[config.mk]
export PLATFORM = sky130hd
export DESIGN_NAME = qos_scheduler_flat
export DESIGN_NICKNAME = d
export VERILOG_FILES = /design/src/rtl/qos_scheduler_pkg.sv /design/src/rtl/qos_scheduler_if.sv /design/src/rtl/qos_scheduler_rr_prio_picker.sv /design/src/rtl/qos_scheduler.sv /design/src/flat_wrapper.sv
export SDC_FILE = /design/constraint.sdc
export NUM_CORES = 1
export LEC_CHECK = 0
export CAP_MARGIN = 15
export CORE_ASPECT_RATIO = 1.4
export CORE_MARGIN = 1.5
export CORE_UTILIZATION = 50
export CTS_BUF_LIST = sky130_fd_sc_hd__clkbuf_8
export DETAILED_ROUTE_END_ITERATION = 8
export PLACE_DENSITY = 0.81
export RECOVER_POWER = 50
export SLEW_MARGIN = 0
export SYNTH_ARGS = -nofsm -noshare
export SYNTH_HDL_FRONTEND = slang
export SYNTH_SLANG_ARGS = --single-unit
[constraint.sdc]
create_clock -name clk -period 9 [get_ports clk]
set_clock_uncertainty 0.2 [all_clocks]
set_input_delay 1.35 -clock clk [delete_from_list [all_inputs] [get_ports clk]]
set_output_delay 1.35 -clock clk [all_outputs]
set_load 0.1 [all_outputs]
[src/rtl/qos_scheduler_pkg.sv]
// Shared encodings and default sizes for the QoS output scheduler.
package qos_pkg;
  localparam int DEF_Q     = 4;
  localparam int DEF_MAX_W = 64;
  localparam int DEF_T     = 8;
  localparam int W_BITS    = $clog2(DEF_MAX_W);
  localparam int Q_BITS    = $clog2(DEF_Q);

  typedef enum logic [1:0] {RR_SIMPLE = 2'd0, RR_WEIGHTED = 2'd1, RR_TABLE = 2'd2} rr_mode_e;
  typedef enum logic [1:0] {S_IDLE, S_CONFIG, S_RUN} state_e;
endpackage

[src/rtl/qos_scheduler_if.sv]
// Scheduler bus: FIFO-bank flags and configuration in, pop/select/status out.
interface qos_scheduler_if #(
  parameter int QUEUE_QUANTITY = qos_pkg::DEF_Q,
  parameter int MAX_WEIGHT     = qos_pkg::DEF_MAX_W,
  parameter int TABLE_SIZE     = qos_pkg::DEF_T
);
  localparam int WB = $clog2(MAX_WEIGHT);
  localparam int QB = $clog2(QUEUE_QUANTITY);

  logic                         enb;
  logic                         iniciar;
  logic [QUEUE_QUANTITY-1:0]    empty;
  logic [1:0]                   mem_seleccion_roundRobin;
  logic [QUEUE_QUANTITY*WB-1:0] mem_pesos;
  logic [TABLE_SIZE*WB-1:0]     mem_pesosArbitraje;
  logic [TABLE_SIZE*QB-1:0]     mem_selecciones;
  logic [QUEUE_QUANTITY-1:0]    pop;
  logic [QB-1:0]                sel_vc;
  logic                         valid;
  logic                         idle;
  logic [QUEUE_QUANTITY*16-1:0] grant_count;

  modport master (
    output enb, iniciar, empty, mem_seleccion_roundRobin, mem_pesos, mem_pesosArbitraje, mem_selecciones,
    input  pop, sel_vc, valid, idle, grant_count
  );
  modport slave (
    input  enb, iniciar, empty, mem_seleccion_roundRobin, mem_pesos, mem_pesosArbitraje, mem_selecciones,
    output pop, sel_vc, valid, idle, grant_count
  );
endinterface

[src/rtl/qos_scheduler_rr_prio_picker.sv]
// Rotating priority encoder: first set request at or after start, wrapping (N power of 2).
module rr_prio_picker #(
  parameter int N = 4
) (
  input  logic [N-1:0]         req,
  input  logic [$clog2(N)-1:0] start,
  output logic                 found,
  output logic [$clog2(N)-1:0] idx
);
  localparam int IW = $clog2(N);
  logic [IW-1:0] k;

  // Walk offsets from farthest to nearest so the nearest hit is written last.
  always_comb begin
    found = 1'b0;
    idx   = '0;
    k     = '0;
    for (int i = N - 1; i >= 0; i--) begin
      k = start + IW'(i);
      if (req[k]) begin
        found = 1'b1;
        idx   = k;
      end
    end
  end
endmodule

[src/rtl/qos_scheduler.sv]
// QoS output scheduler: simple RR, weighted RR and table arbitration over the VC FIFOs.
// Optional per-queue grant counters are built when QOS_SCHED_STATS_EN is defined.
module qos_scheduler import qos_pkg::*; #(
  parameter int QUEUE_QUANTITY = DEF_Q,
  parameter int MAX_WEIGHT     = DEF_MAX_W,
  parameter int TABLE_SIZE     = DEF_T
) (
  input logic            clk,
  input logic            rst,
  qos_scheduler_if.slave bus
);
  localparam int Q     = QUEUE_QUANTITY;
  localparam int T     = TABLE_SIZE;
  localparam int WB    = $clog2(MAX_WEIGHT);
  localparam int QB    = $clog2(Q);
  localparam int TBITS = $clog2(T);

  state_e                state, state_nx;
  rr_mode_e              mode;
  logic [Q-1:0][WB-1:0]  weight;
  logic [T-1:0][WB-1:0]  tw;
  logic [T-1:0][QB-1:0]  tsel;
  logic [QB-1:0]         qptr, last_q, q_idx, gq;
  logic [TBITS-1:0]      tptr, t_idx;
  logic [WB-1:0]         credit, held, cur_w, rem;
  logic [Q-1:0]          q_req, pop_w;
  logic [T-1:0]          t_req;
  logic                  q_found, t_found, found, run, grant;

  always_ff @(posedge clk or negedge rst)
    if (!rst)         state <= S_IDLE;
    else if (bus.enb) state <= state_nx;

  always_comb begin
    state_nx = state;
    case (state)
      S_IDLE:   if (bus.iniciar) state_nx = S_CONFIG;
      S_CONFIG: state_nx = S_RUN;
      S_RUN:    if (bus.iniciar) state_nx = S_CONFIG;
      default:  state_nx = S_IDLE;
    endcase
  end

  always_comb begin
    q_req = '0;
    t_req = '0;
    for (int i = 0; i < Q; i++) q_req[i] = !bus.empty[i] && (mode != RR_WEIGHTED || weight[i] != '0);
    for (int j = 0; j < T; j++) t_req[j] = (tw[j] != '0) && !bus.empty[tsel[j]];
  end

  rr_prio_picker #(.N(Q)) u_qpick (.req(q_req), .start(qptr), .found(q_found), .idx(q_idx));
  rr_prio_picker #(.N(T)) u_tpick (.req(t_req), .start(tptr), .found(t_found), .idx(t_idx));

  // Credit only survives when the pointed item is the one served; a skip starts a fresh burst.
  always_comb begin
    if (mode == RR_TABLE) begin
      found = t_found;
      gq    = tsel[t_idx];
      cur_w = tw[t_idx];
      held  = (t_idx == tptr) ? credit : '0;
    end else begin
      found = q_found;
      gq    = q_idx;
      cur_w = (mode == RR_WEIGHTED) ? weight[q_idx] : WB'(1);
      held  = (mode == RR_WEIGHTED && q_idx == qptr) ? credit : '0;
    end
    rem   = (held != '0) ? held - 1'b1 : cur_w - 1'b1;
    run   = (state == S_RUN);
    grant = run && found && bus.enb;
    pop_w = '0;
    for (int i = 0; i < Q; i++) pop_w[i] = grant && (gq == QB'(i));
  end

  assign bus.pop    = pop_w;
  assign bus.valid  = grant;
  assign bus.sel_vc = grant ? gq : last_q;
  assign bus.idle   = !(run && found);

  always_ff @(posedge clk or negedge rst)
    if (!rst) begin
      mode   <= RR_SIMPLE;
      weight <= '0;
      tw     <= '0;
      tsel   <= '0;
      qptr   <= '0;
      tptr   <= '0;
      credit <= '0;
      last_q <= '0;
    end else if (bus.enb) begin
      if (state == S_CONFIG) begin
        case (bus.mem_seleccion_roundRobin)
          2'd1:    mode <= RR_WEIGHTED;
          2'd2:    mode <= RR_TABLE;
          default: mode <= RR_SIMPLE;
        endcase
        weight <= bus.mem_pesos;
        tw     <= bus.mem_pesosArbitraje;
        tsel   <= bus.mem_selecciones;
        qptr   <= '0;
        tptr   <= '0;
        credit <= '0;
      end else if (grant) begin
        credit <= rem;
        last_q <= gq;
        if (mode == RR_TABLE) tptr <= (rem == '0) ? t_idx + 1'b1 : t_idx;
        else                  qptr <= (rem == '0) ? q_idx + 1'b1 : q_idx;
      end
    end

`ifdef QOS_SCHED_STATS_EN
  logic [Q-1:0][15:0] gcnt;

  always_ff @(posedge clk or negedge rst)
    if (!rst) gcnt <= '0;
    else if (bus.enb) begin
      if (state == S_CONFIG) gcnt <= '0;
      else
        for (int i = 0; i < Q; i++)
          if (pop_w[i] && gcnt[i] != 16'hFFFF) gcnt[i] <= gcnt[i] + 16'd1;
    end

  assign bus.grant_count = gcnt;
`else
  assign bus.grant_count = '0;
`endif
endmodule

[src/flat_wrapper.sv]
// flat-port wrapper written by rule: the top's interface ports become plain ports
module qos_scheduler_flat import qos_pkg::*;
#(
  parameter int QUEUE_QUANTITY = DEF_Q,
  parameter int MAX_WEIGHT     = DEF_MAX_W,
  parameter int TABLE_SIZE     = DEF_T
)
  (clk, rst, bus_enb, bus_iniciar, bus_empty, bus_mem_seleccion_roundRobin, bus_mem_pesos, bus_mem_pesosArbitraje, bus_mem_selecciones, bus_pop, bus_sel_vc, bus_valid, bus_idle, bus_grant_count);
  qos_scheduler_if #(.QUEUE_QUANTITY(QUEUE_QUANTITY), .MAX_WEIGHT(MAX_WEIGHT), .TABLE_SIZE(TABLE_SIZE)) bus_i ();
  input logic clk;
  input logic rst;
  input wire logic [$bits(bus_i.enb)-1:0] bus_enb;
  input wire logic [$bits(bus_i.iniciar)-1:0] bus_iniciar;
  input wire logic [$bits(bus_i.empty)-1:0] bus_empty;
  input wire logic [$bits(bus_i.mem_seleccion_roundRobin)-1:0] bus_mem_seleccion_roundRobin;
  input wire logic [$bits(bus_i.mem_pesos)-1:0] bus_mem_pesos;
  input wire logic [$bits(bus_i.mem_pesosArbitraje)-1:0] bus_mem_pesosArbitraje;
  input wire logic [$bits(bus_i.mem_selecciones)-1:0] bus_mem_selecciones;
  output wire logic [$bits(bus_i.pop)-1:0] bus_pop;
  output wire logic [$bits(bus_i.sel_vc)-1:0] bus_sel_vc;
  output wire logic [$bits(bus_i.valid)-1:0] bus_valid;
  output wire logic [$bits(bus_i.idle)-1:0] bus_idle;
  output wire logic [$bits(bus_i.grant_count)-1:0] bus_grant_count;
  assign bus_i.enb = bus_enb;
  assign bus_i.iniciar = bus_iniciar;
  assign bus_i.empty = bus_empty;
  assign bus_i.mem_seleccion_roundRobin = bus_mem_seleccion_roundRobin;
  assign bus_i.mem_pesos = bus_mem_pesos;
  assign bus_i.mem_pesosArbitraje = bus_mem_pesosArbitraje;
  assign bus_i.mem_selecciones = bus_mem_selecciones;
  assign bus_pop = bus_i.pop;
  assign bus_sel_vc = bus_i.sel_vc;
  assign bus_valid = bus_i.valid;
  assign bus_idle = bus_i.idle;
  assign bus_grant_count = bus_i.grant_count;
  qos_scheduler #(.QUEUE_QUANTITY(QUEUE_QUANTITY), .MAX_WEIGHT(MAX_WEIGHT), .TABLE_SIZE(TABLE_SIZE)) u_core (.clk(clk), .rst(rst), .bus(bus_i));
endmodule
### Word-level counts from Yosys, hierarchy flattened

Index checks and enable logic that the tools add are counted.

* memories: 0
* output and inout port bits: 72
* ROM bits: 0
* register bits: 105
* memory bits (writable): 0
* latch bits: 0
* bits of input ports: 98
* word-level logic and storage cells: 230

* reductions and logical operators: 61
* muxes and demuxes: 92
* eq/ne operators: 14
* add/subtract/negate cells: 14
* order comparisons: 22
* shift operators: 0
* div/mod/pow operators: 0
* bitwise logic cells: 1
* multiply operators: 0

Operators by type and width (count)
* 6-bit nonzero test: 13
* 6-bit 2-to-1 mux: 10
* 2-bit by 3-bit less-than comparator with 1-bit output (second input constant): 13
* 3-bit by 4-bit less-than comparator with 1-bit output (second input constant): 9
* 3-bit 2-to-1 mux: 12
* 1-bit 2-to-1 mux: 33
* 1-bit binary-select mux with 2-bit select: 12
* 1-bit binary-select mux with 3-bit select: 8
* 2-bit 2-to-1 mux: 12
* 1-bit logical AND: 19
* 6-bit binary-select mux with 3-bit select: 1
* 1-bit logical NOT: 13
* 3-bit adder (second input constant): 4
* 6-bit binary-select mux with 2-bit select: 1
* 6-bit by 1-bit subtractor with 6-bit output (second input constant): 2
* 2-bit == test (second input constant): 5
* 2-bit by 1-bit == test with 1-bit output (second input constant): 4
* 2-bit case mux with 2 select lines: 2
* 2-bit AND reduction: 4
* 3-bit by 1-bit adder with 3-bit output (second input constant): 2
* 3-bit by 2-bit adder with 3-bit output (second input constant): 2
* 2-bit binary-select mux with 3-bit select: 1
* 6-bit logical NOT: 1
* 2-bit by 1-bit inequality test with 1-bit output (second input constant): 3
* 10 further kinds: 18

### Longest topological paths before layout

Gate-level depths: netlist of the first run.

* depth after elaboration: 24
* gate-level depth with buffers: 25
* depth with buffers taken out: 21

### Hierarchy

From an unflattened synthesis of the first run, not the netlist that was laid out.

* cell total of the unflattened synthesis: 603
* area total of the unflattened synthesis: 6869.1 sq um

Modules (own cells, without submodules)
* qos_scheduler: area each 6009.5 sq um, sequential area each 2627.5 sq um, cells an instance 500, times used 1
* rr_prio_picker at u_core.u_tpick: area each 782.0 sq um, sequential area each 0.0 sq um, cells an instance 90, times used 1
* rr_prio_picker at u_core.u_qpick: area each 77.6 sq um, sequential area each 0.0 sq um, cells an instance 13, times used 1

### Worst setup path after synthesis of the first run

No wires, ideal clock.

* path kind: input-to-output
* from: in bus_empty[1]
* to: out bus_pop[1]
* arrival time: 6.667 ns
* stages: 15
* data required time: 7.450 ns
* path buffers: 3
* slack: 0.783 ns
* cells stage by stage: mux4_2 a21oi_1 mux4_2 a211o_1 or4b_4 nand3b_4 o22a_2 buf_6 buf_2 buf_2 mux2i_1 a21oi_1 mux2i_1 mux2i_1 nor3b_1

* cells in the longest elaborated chain, start to end: 19
* elaborated cells on any way between the ends: 90
* those cells by class: eq/ne: 1; mux: 68; reduce/logical: 21

RTL lines
* from (decl): line flat_wrapper.sv:14 `input wire logic [$bits(bus_i.empty)-1:0] bus_empty;`
* 1-bit binary-select mux with 2-bit select: line qos_scheduler.sv:48 `for (int j = 0; j < T; j++) t_req[j] = (tw[j] != '0) && !bus.empty[tsel[j]];`
* 1-bit 2-to-1 mux (implied by the code): line qos_scheduler.sv:48
* 1-bit logical NOT: line qos_scheduler.sv:48
* 1-bit logical AND: line qos_scheduler.sv:48
* 1-bit binary-select mux with 3-bit select: line qos_scheduler_rr_prio_picker.sv:20 `if (req[k]) begin`
* 1-bit 2-to-1 mux (implied by the code): line qos_scheduler_rr_prio_picker.sv:20
* 3-bit 2-to-1 mux (8 in a row): line qos_scheduler_rr_prio_picker.sv:20
* 2-bit binary-select mux with 3-bit select: line qos_scheduler.sv:58 `gq = tsel[t_idx];`
* 2-bit 2-to-1 mux (implied by the code): line qos_scheduler.sv:58
* 2-bit 2-to-1 mux: line qos_scheduler.sv:56 `if (mode == RR_TABLE) begin`
* 2-bit by 1-bit == test with 1-bit output: line qos_scheduler.sv:71 `for (int i = 0; i < Q; i++) pop_w[i] = grant && (gq == QB'(i));`
* 1-bit logical AND (*): line qos_scheduler.sv:71
* to (decl): line flat_wrapper.sv:19 `output wire logic [$bits(bus_i.pop)-1:0] bus_pop;`

Every way passes the cells marked *; elsewhere a longest branch is shown, timed or not. The select of a mux whose other input is x is not followed.

### Worst setup path after layout of the first run

* from: in bus_empty[3]
* to: out bus_valid

* cells in the longest elaborated chain, start to end: 17
* elaborated cells on any way between the ends: 73
* those cells by class: mux: 53; reduce/logical: 20

RTL lines
* 1-bit binary-select mux with 2-bit select: line qos_scheduler.sv:48
* 1-bit 2-to-1 mux (implied by the code): line qos_scheduler.sv:48
* 1-bit logical NOT: line qos_scheduler.sv:48
* 1-bit logical AND: line qos_scheduler.sv:48
* 1-bit binary-select mux with 3-bit select: line qos_scheduler_rr_prio_picker.sv:20
* 1-bit 2-to-1 mux (implied by the code): line qos_scheduler_rr_prio_picker.sv:20
* 1-bit 2-to-1 mux (8 in a row): line qos_scheduler_rr_prio_picker.sv:20
* 1-bit 2-to-1 mux (*): line qos_scheduler.sv:56
* 1-bit logical AND (*) (2 in a row): line qos_scheduler.sv:69 `grant = run && found && bus.enb;`
* to (decl): line flat_wrapper.sv:21 `output wire logic [$bits(bus_i.valid)-1:0] bus_valid;`

Marks and branches as above.

==> results.sh, run 1 <==
export IMPL_status="finished with violations"
export IMPL_violations="capacitance limit, slew limit"
export IMPL_cts_made_buffers=9
export IMPL_p_int_w=0.00171
export IMPL_crit_fanout=17
export IMPL_post_cts_buffers=0
export IMPL_cts_max_level=3
export IMPL_pwr_density_cell_nw_per_um2=418
export IMPL_hold_path_class="flip-flop to flip-flop"
export IMPL_synthFlopType="dfrtp_1"
export IMPL_drt_initial_drc_count=313
export IMPL_worst_pin_slew_ps=3790
export IMPL_grt_overflow_total=0
export IMPL_wirelength_microns=20100
export IMPL_synth_area_leaders="dfrtp_1 35%, mux2_2 15%, buf_4 6.7%, mux2i_1 4.6%, mux4_2 4.3%"
export IMPL_setup_viol=0
export IMPL_post_route_min_period_ps=7830
export IMPL_die_h_microns=147
export IMPL_clk_latency_ps=390
export IMPL_track_usage_pct=26.5
export IMPL_vias=5997
export IMPL_total_power_w=0.00357
export IMPL_hold_violations=0
export IMPL_ys_seq_area_share_pct=35.5
export IMPL_cts_sinks=105
export IMPL_dpl_cell_area_sq_um=8360
export IMPL_ys_seq_elements=105
export IMPL_layout_common_cells="105 x dfrtp_1, 98 x mux2_2, 97 x clkdlybuf4s50_1"
export IMPL_final_common_cell="dfrtp_1"
export IMPL_worstPathArrival_ps=6280
export IMPL_cts_root_buf="clkbuf_8"
export IMPL_endpoint_kind="output pin"
export IMPL_period_share_pct=86.9
export IMPL_min_path_cells=1
export IMPL_grt_pass1_wl_microns=31800
export IMPL_synth_area_sq_um=7410
export IMPL_cts_resized=0
export IMPL_drv_cap=2
export IMPL_syn_inst=711
export IMPL_switching_share_pct=52.2
export IMPL_via_per_inst=6.02
export IMPL_holdBufCountCts=0
export IMPL_syn_to_final_growth_pct=15.4
export IMPL_avgSynthCellArea_sq_um=10.4
export IMPL_drc=0
export IMPL_startpoint_type="input port"
export IMPL_vdd_ir_drop_max_uv=160
export IMPL_die_area_sq_um=15600
export IMPL_crit_type="input port to output pin"
export IMPL_p_clk_share_pct=8.3
export IMPL_synth_edf_count=0
export IMPL_synth_top_area_share_pct=35.5
export IMPL_antenna_found_initial=0
export IMPL_cts_buffer_depth=2
export IMPL_relSlewSlack_pct=-153
export IMPL_numPortBuffers=105
export IMPL_synth_top_cell_by_area="dfrtp_1"
export IMPL_fp_row_count=52
export IMPL_rr_worst_depth=19
export IMPL_antenna_cells=0
export IMPL_synth_cell_types=72
export IMPL_slew_violations=108
export IMPL_p_sw_w=0.00186
export IMPL_dp_hpwl_microns=15800
export IMPL_initial_utilization_pct=51.3
export IMPL_rsz0062_at_grt="false"
export IMPL_dieWidth_microns=106
export IMPL_layout_drive_gt1_share_pct=21.4
export IMPL_clk_pin_slew_worst_paths_ps=120
export IMPL_place_congestion=0.909
export IMPL_combPwrFrac_pct=67.9
export IMPL_fmax_ghz=0.128
export IMPL_core_sq_um=14400
export IMPL_fin_area_sq_um=8550
export IMPL_pin_count=170
export IMPL_grt_start_max_net_pins=80
export IMPL_grt_pass1_vias=5929
export IMPL_cp_required_ps=7450
export IMPL_yosysWarnings=0
export IMPL_nNetsFinal=905
export IMPL_seqPwrFrac_pct=23.8
export IMPL_leakage_nw=3.60
export IMPL_tns_ps=0
export IMPL_async_flop_share_pct=100
export IMPL_drt_wirelength_per_cell_microns=20.1
export IMPL_dr_pass1_iters=5
export IMPL_cts_tree="yes"
export IMPL_drtAntennaViolNets=0
synthesized netlist by cell type, drive strengths merged (16+ instances only):
library cell,number
o21ai,29
nand3,16
dfrtp,105
nor4,19
buf,75
mux2i,34
clkbuf,23
mux2,98
nor2,29
a21oi,33
nand2,31
inv,27
a211oi,22
final timing paths:
path	endpoint	slack (ps)	start
max	bus_valid	1170	bus_empty[3]
min	u_core.last_q[1]	310	u_core.last_q[1]
max reg2reg	u_core.qptr[1]	2370	u_core.tptr[0]
min reg2reg	u_core.last_q[1]	310	u_core.last_q[1]
max in group asynchronous	u_core.tw[13]	3070	rst
min in group asynchronous	u_core.weight[15]	1200	rst
flip-flops by register name, summed over array words and instances (netlist names):
name / count
u_core.tw: 48
u_core.qptr: 2
u_core.tptr: 3
u_core.tsel: 16
u_core.credit: 6
u_core.mode: 2
u_core.last_q: 2
u_core.weight: 24
u_core.state: 2
power groups by stage:
stage	Sequential (W)	Clock (W)	Combinational, W
after floorplan	0.000773	0	0.00188
after global placement	0.000844	0	0.00237
after detailed placement	0.000853	0	0.00238
after CTS	0.000844	0.000305	0.00239
after global routing	0.000871	0.000325	0.00256
final	0.000849	0.000298	0.00242
through the flow:
| stage | hold WS (ps) | setup WS, ps | util [%] | std cells |
|---|---|---|---|---|
| CTS | 310 | 1210 | 59.3 | 996 |
| floorplan | 250 | 783 | - | 774 |
| detailed placement | 284 | 1210 | 57.9 | 980 |
| finish | 308 | 1170 | 59.2 | 996 |
| global route | 327 | 819 | 59.2 | 996 |
| global placement | 273 | 1420 | 57.9 | 980 |
layout make-up:
cell class,instances,area (sq um)
fill,1224,5890
multi-input combinational,544,4280
sequential,105,2630
timing repair buffer,115,1100
tap,189,236
clock buffer,9,124
inverter,27,101
clock inverter,7,80.1
logic make-up (layout without fill, tap and decap cells):
kind of cell	Yosys count	after routing	share of synthesized area [%]
AOI/OAI and AO/OA	174	174	17.7
and+or+nand+nor	147	147	11.3
muxes	146	146	23.7
adders and majority gates	5	5	0.844
buffers and inverters	125	158	9.98
other	1	64	0.0506
xor gates and xnor gates	8	8	0.946
DFF	105	105	35.5
critical path: stages:
cell and delay [ps]:
clkdlybuf4s50_1 560, mux4_2 580, a211oi_2 450, nor3_1 140, nor4_2 480, or4b_4 270
nor3_1 60, nor4b_1 450, nand2_1 420, inv_1 320, clkdlybuf4s50_1 1180
per-layer routing:
metal	up-vias	wire [microns]	track usage, %	share of wire, %
met4	0	1000	13.5	5.0
met3	55	1110	3.73	5.5
met5	-	0	0	0
met1	2948	7790	32.5	39
li1	2728	-	-	-
met2	266	10200	45.3	51
(Power assumes the default switching activity.)
==> run 2, diff against run 1 <==
--- a/config.mk
+++ b/config.mk
@@ -11,6 +11,7 @@
 export CORE_UTILIZATION = 50
 export CTS_BUF_LIST = sky130_fd_sc_hd__clkbuf_8
 export DETAILED_ROUTE_END_ITERATION = 8
+export GPL_TIMING_DRIVEN = 0
 export PLACE_DENSITY = 0.81
 export RECOVER_POWER = 50
 export SLEW_MARGIN = 0
==> run 2 against run 1 <==
The flow still finishes with violations (capacitance limit, slew limit). Hold slack got worse by 4.5 ps. Fmax decreased by 9.7%. First-iteration DRC count increased by 60%. Sequential power decreased by 1%. Clock-buffer cell count unchanged. Global-route usage increased by 0.66 points. Total power increased by 1.6%. Largest power group unchanged.
==> results.sh, run 2 (same netlist as run 1, synthesis figures left out) <==
export IMPL_via_per_inst=5.90
export IMPL_worstPathArrival_ps=7110
export IMPL_status="finished with violations"
export IMPL_relSlewSlack_pct=-156
export IMPL_seqPwrFrac_pct=23.1
export IMPL_combPwrFrac_pct=68.9
export IMPL_fp_row_count=52
export IMPL_final_util_pct=63.1
export IMPL_setup_viol=0
export IMPL_hold_violations=0
export IMPL_initial_utilization_pct=51.3
export IMPL_clk_latency_ps=390
export IMPL_worst_pin_slew_ps=3840
export IMPL_rr_worst_depth=23
export IMPL_dieWidth_microns=106
export IMPL_min_path_cells=1
export IMPL_vdd_ir_drop_max_uv=248
export IMPL_core_sq_um=14400
export IMPL_switching_share_pct=51.7
export IMPL_leakage_nw=4.02
export IMPL_path_cells="clkdlybuf4s50_1, mux4_2, a211oi_2, nor3_1, nor4_2, o211ai_1, a21oi_1, o22a_2, buf_6, buf_2, buf_2, mux2i_1, a21oi_1, mux2i_1, o21ai_0, nor3b_1, dlymetal6s2s_1"
export IMPL_p_int_w=0.00175
export IMPL_drt_initial_drc_count=502
export IMPL_crit_fanout=10
export IMPL_fmax_ghz=0.115
export IMPL_total_power_w=0.00363
export IMPL_syn_to_final_growth_pct=22.9
export IMPL_cp_required_ps=7450
export IMPL_endpoint_kind="output pin"
export IMPL_cpPeakStageDelay_ps=790
export IMPL_vias=6395
export IMPL_cts_sinks=105
export IMPL_cts_buffer_depth=2
export IMPL_die_area_sq_um=15600
export IMPL_startpoint_type="input port"
export IMPL_pin_count=170
export IMPL_nNetsFinal=994
export IMPL_regMostFlops="u_core.tw"
export IMPL_layout_common_cells="105 x dfrtp_1, 98 x mux2_2, 97 x clkdlybuf4s50_1"
export IMPL_grt_overflow_total=0
export IMPL_cts_made_buffers=9
export IMPL_dpl_cell_area_sq_um=8960
export IMPL_clk_pin_slew_worst_paths_ps=110
export IMPL_numPortBuffers=105
export IMPL_grt_pass1_vias=6208
export IMPL_holdBufCountCts=0
export IMPL_dp_hpwl_microns=16700
export IMPL_antenna_found_initial=0
export IMPL_grt_pass1_wl_microns=32700
export IMPL_layout_drive_gt1_share_pct=26.1
export IMPL_drc=0
export IMPL_slew_violations=108
export IMPL_p_sw_w=0.00188
export IMPL_reg_top3="u_core.tw x48, u_core.weight x24, u_core.tsel x16"
export IMPL_r2r_slack_ps=2370
export IMPL_period_share_pct=96.2
export IMPL_dr_pass1_iters=5
export IMPL_cts_tree="yes"
export IMPL_p_clk_share_pct=8.0
export IMPL_wirelength_microns=21000
export IMPL_antenna_cells=0
export IMPL_drv_cap=2
export IMPL_cts_max_level=3
export IMPL_drt_wirelength_per_cell_microns=19.4
export IMPL_grt_start_max_net_pins=75
export IMPL_place_congestion=0.979
export IMPL_pwr_density_cell_nw_per_um2=398
export IMPL_die_h_microns=147
export IMPL_rsz0062_at_grt="false"
export IMPL_r2r_end="u_core.qptr[1]"
export IMPL_hold_path_class="flip-flop to flip-flop"
export IMPL_drtAntennaViolNets=0
export IMPL_post_cts_buffers=0
export IMPL_track_usage_pct=27.2
export IMPL_regToRegStartpoint="u_core.tptr[0]"
export IMPL_cp_slowest_cell="dlymetal6s2s_1"
export IMPL_largest_reg_flops=48
export IMPL_fin_area_sq_um=9110
export IMPL_min_to="u_core.last_q[1]"
export IMPL_min_from="u_core.last_q[1]"
export IMPL_crit_type="input port to output pin"
export IMPL_violations="capacitance limit, slew limit"
export IMPL_cts_root_buf="clkbuf_8"
export IMPL_final_common_cell="dfrtp_1"
export IMPL_post_route_min_period_ps=8660
run 2: worst max-delay path by stage:
stage	slack [ps]	end	startpoint	cells past startpoint
2_1_floorplan	780	bus_pop[1]	bus_empty[1]	15
5_1_grt	20	bus_pop[1]	bus_empty[0]	17
4_1_cts	40	bus_pop[1]	bus_empty[3]	17
3_5_place_dp	-110	bus_pop[2]	bus_empty[3]	18
6_report	340	bus_pop[1]	bus_empty[3]	17
3_3_place_gp	-120	bus_pop[2]	bus_empty[3]	18
run 2: power by group through the flow:
stage | sequential, W | clock (W) | combinational [W]
after floorplan | 0.000773 | 0 | 0.00188
after global placement | 0.000832 | 0 | 0.00242
after detailed placement | 0.000841 | 0 | 0.00244
after CTS | 0.000832 | 0.000296 | 0.00245
after global routing | 0.000856 | 0.000310 | 0.00265
final | 0.000837 | 0.000292 | 0.00250
run 2: layout make-up:
class	instances	area (sq um)
Clock inverter	6	62.6
Inverter	27	101
Tap cell	189	236
Multi-Input combinational cell	544	4280
Timing Repair Buffer	106	1040
Clock buffer	9	124
Sequential cell	105	2630
Fill cell	1206	5330
Buffer	98	638
run 2: per-layer routing:
metal,up-vias,part of all wire [%],global-route usage [%]
met1,3100,38,31.3
met4,0,4.4,11.4
met2,323,52,49.8
li1,2910,-,-
met5,-,0,0
met3,62,5.8,4.04
run 2: timing repair:
| action | CTS | global route |
|---|---|---|
| endpoints found under the setup margin | 2 | 6 |
| cloned | 0 | 0 |
| resized for setup | 2 | 9 |
run 2: per-stage QoR:
stage	TNS, ps	cells	setup slack (ps)	hold WS (ps)
3_3_place_gp	-175	1068	-116	262
4_1_cts	0	1084	44.7	305
3_5_place_dp	-155	1069	-110	281
2_1_floorplan	0	774	783	250
5_1_grt	0	1084	17.7	339
6_report	0	1084	339	304
run 2: critical path, delay by kind of cell:
kind                   cells  cell delay (ps)
buffers and inverters      5             2120
AOI/OAI and AO/OA          6             1620
and+or+nand+nor            3              920
muxes                      3             1060
==> run 3, diff against run 2 <==
--- a/config.mk
+++ b/config.mk
@@ -5,14 +5,17 @@
 export SDC_FILE = /design/constraint.sdc
 export NUM_CORES = 1
 export LEC_CHECK = 0
+export ABC_AREA = 1
 export CAP_MARGIN = 15
+export CELL_PAD_IN_SITES_DETAIL_PLACEMENT = 0
+export CELL_PAD_IN_SITES_GLOBAL_PLACEMENT = 1
 export CORE_ASPECT_RATIO = 1.4
 export CORE_MARGIN = 1.5
-export CORE_UTILIZATION = 50
+export CORE_UTILIZATION = 39
 export CTS_BUF_LIST = sky130_fd_sc_hd__clkbuf_8
 export DETAILED_ROUTE_END_ITERATION = 8
 export GPL_TIMING_DRIVEN = 0
-export PLACE_DENSITY = 0.81
+export PLACE_DENSITY = 0.89
 export RECOVER_POWER = 50
 export SLEW_MARGIN = 0
 export SYNTH_ARGS = -nofsm -noshare
==> run 3 against run 2 <==
Fmax is 21% higher. The flow still finishes with violations (capacitance limit, slew limit). Clock-buffer cell count stayed put. Via count is 14% higher. Critical endpoint is now bus_pop[2].
==> results.sh, run 3 <==
export IMPL_final_cells=1499
export IMPL_drtAntennaViolNets=0
export IMPL_cts_tree="yes"
export IMPL_endpoint_kind="output pin"
export IMPL_cts_resized=0
export IMPL_r2r_slack_ps=4070
export IMPL_startpoint_type="input port"
export IMPL_regMostFlops="u_core.tw"
export IMPL_reg_top3="u_core.tw x48, u_core.weight x24, u_core.tsel x16"
export IMPL_wirelength_microns=22200
export IMPL_regToRegStartpoint="u_core.tptr[1]"
export IMPL_post_cts_buffers=0
export IMPL_holdBufCountCts=0
export IMPL_synth_top_area_share_pct=36.5
export IMPL_nNetsFinal=1357
export IMPL_muxShareOfSynthArea_pct=0
export IMPL_slew_violations=108
export IMPL_fmax_ghz=0.139
export IMPL_synth_top_cell_by_area="dfrtp_1"
export IMPL_synth_top_family_by_area="simple AND/OR/NAND/NOR gates"
export IMPL_syn_inst=1078
export IMPL_min_to="u_core.last_q[0]"
export IMPL_place_congestion=0.901
export IMPL_crit_fanout=10
export IMPL_fp_row_count=58
export IMPL_track_usage_pct=23.3
export IMPL_synth_compound_area_share_pct=8.17
export IMPL_die_h_microns=164
export IMPL_initial_utilization_pct=40.0
export IMPL_cts_max_level=3
export IMPL_relSlewSlack_pct=-100
export IMPL_syn_to_final_growth_pct=24.2
export IMPL_synthFlopType="dfrtp_1"
export IMPL_vias=7288
export IMPL_antenna_found_initial=0
export IMPL_r2r_end="u_core.tptr[2]"
export IMPL_rr_worst_depth=32
export IMPL_crit_type="input port to output pin"
export IMPL_hold_path_class="flip-flop to flip-flop"
export IMPL_drt_initial_drc_count=442
export IMPL_clk_latency_ps=390
export IMPL_cts_buffer_depth=2
export IMPL_numPortBuffers=101
export IMPL_tns_ps=0
export IMPL_worst_pin_slew_ps=3000
export IMPL_dp_hpwl_microns=17500
export IMPL_grt_pass1_vias=6967
export IMPL_avgSynthCellArea_sq_um=6.68
export IMPL_dr_pass1_iters=5
export IMPL_final_common_cell="nand2_1"
export IMPL_min_path_cells=2
export IMPL_layout_common_cells="428 x nand2_1, 145 x nand3_1, 105 x dfrtp_1"
export IMPL_yosysMostFrequentCell="nand2_1"
export IMPL_dp_cells=1483
export IMPL_rsz0062_at_grt="false"
export IMPL_cp_required_ps=7450
export IMPL_core_sq_um=18000
export IMPL_drv_cap=2
export IMPL_clk_pin_slew_worst_paths_ps=100
export IMPL_worstPathArrival_ps=5630
export IMPL_setup_viol=0
export IMPL_cts_sinks=105
export IMPL_synth_cell_types=44
export IMPL_status="finished with violations"
export IMPL_largest_reg_flops=48
export IMPL_antenna_cells=0
export IMPL_die_area_sq_um=19300
export IMPL_grt_start_max_net_pins=59
export IMPL_ys_seq_elements=105
export IMPL_pin_count=170
export IMPL_grt_overflow_total=0
export IMPL_min_from="u_core.last_q[0]"
export IMPL_dieWidth_microns=118
export IMPL_drc=0
export IMPL_synthAdderAreaFrac_pct=0.869
export IMPL_synth_commonest_cells="428 x nand2_1, 145 x nand3_1, 105 x dfrtp_1"
export IMPL_async_flop_share_pct=100
export IMPL_cts_made_buffers=9
export IMPL_synth_area_sq_um=7200
export IMPL_post_route_min_period_ps=7180
export IMPL_synth_simple_gate_area_share_pct=39.5
export IMPL_violations="capacitance limit, slew limit"
export IMPL_drt_wirelength_per_cell_microns=14.8
export IMPL_period_share_pct=79.8
export IMPL_synth_area_leaders="dfrtp_1 36%, nand2_1 22%, nand3_1 10%, buf_4 7.3%, inv_1 4.0%"
export IMPL_layout_drive_gt1_share_pct=11.1
export IMPL_grt_pass1_wl_microns=35000
export IMPL_via_per_inst=4.86
export IMPL_synth_edf_count=0
export IMPL_ys_seq_area_share_pct=36.5
export IMPL_cts_root_buf="clkbuf_8"
export IMPL_synth_xor_area_share_pct=0.608
export IMPL_hold_violations=0
export IMPL_yosysWarnings=0
[run 3: worst max-delay path, stage by stage]
cell	delay [ps]
buf_2	230
nand2_1	90
nand3_1	70
nand2_1	90
nand3_1	110
nand3_1	130
nand3_1	150
nand2_1	160
inv_1	110
nand2_1	50
nand2_1	50
nand2_1	60
nand2_2	70
nand3_1	160
nand2_2	200
buf_4	200
buf_6	160
buf_2	200
nand2_1	70
o211ai_1	80
nand3_1	110
nand3_1	90
o21ai_0	110
inv_1	140
nand2_1	110
nor2_1	120
clkdlybuf4s50_1	1130
[run 3: per-layer routing]
layer	up-vias	wire (microns)	part of all wire (%)	GRT usage, %
li1	3658	-	-	-
met5	-	0	0	0
met1	3338	9260	42	28.1
met2	242	10800	49	41.3
met4	0	918	4.1	11.1
met3	50	1180	5.3	2.85
[run 3: layout make-up]
type	count	area, sq um
Clock inverter	7	65.1
Sequential cell	105	2630
Fill cell	1958	9060
Buffer	108	712
Clock buffer	9	124
Multi-Input combinational cell	844	3780
Tap cell	240	300
Inverter	84	320
Timing Repair Buffer	102	1010
[run 3: cell families (layout without fill, tap and decap cells)]
group / after synthesis / count (layout)
XOR/XNOR: 5 / 5
flip-flops: 105 / 105
AND/OR/NAND/NOR: 666 / 666
buffers and inverters: 192 / 310
AO/OA/AOI/OAI: 104 / 104
other: 1 / 64
adder cells (fa/ha/maj): 5 / 5
[run 3: worst max-delay path by stage]
stage,start,end,cells after the start,slack [ps]
after floorplan,bus_empty[0],bus_pop[0],15,770
after global placement,bus_empty[0],bus_pop[3],27,1810
after detailed placement,bus_empty[0],bus_pop[3],27,1840
after CTS,bus_empty[0],bus_pop[3],27,1830
final,bus_empty[0],bus_pop[2],27,1820
after global routing,bus_empty[0],bus_pop[2],27,1410
[run 3: stage by stage]
| step | setup WS, ps | instance area, sq um | hold WS, ps | util [%] |
|---|---|---|---|---|
| floorplan | 768 | 7440 | 244 | - |
| global placement | 1810 | 8750 | 259 | 48.6 |
| detailed placement | 1840 | 8780 | 263 | 48.8 |
| CTS | 1830 | 8970 | 289 | 49.8 |
| global route | 1410 | 8940 | 297 | 49.7 |
| finish | 1820 | 8940 | 286 | 49.7 |
Power of run 3 is not shown: default switching activity piles up to over one toggle a cycle in this logic, so the estimate is an artifact.
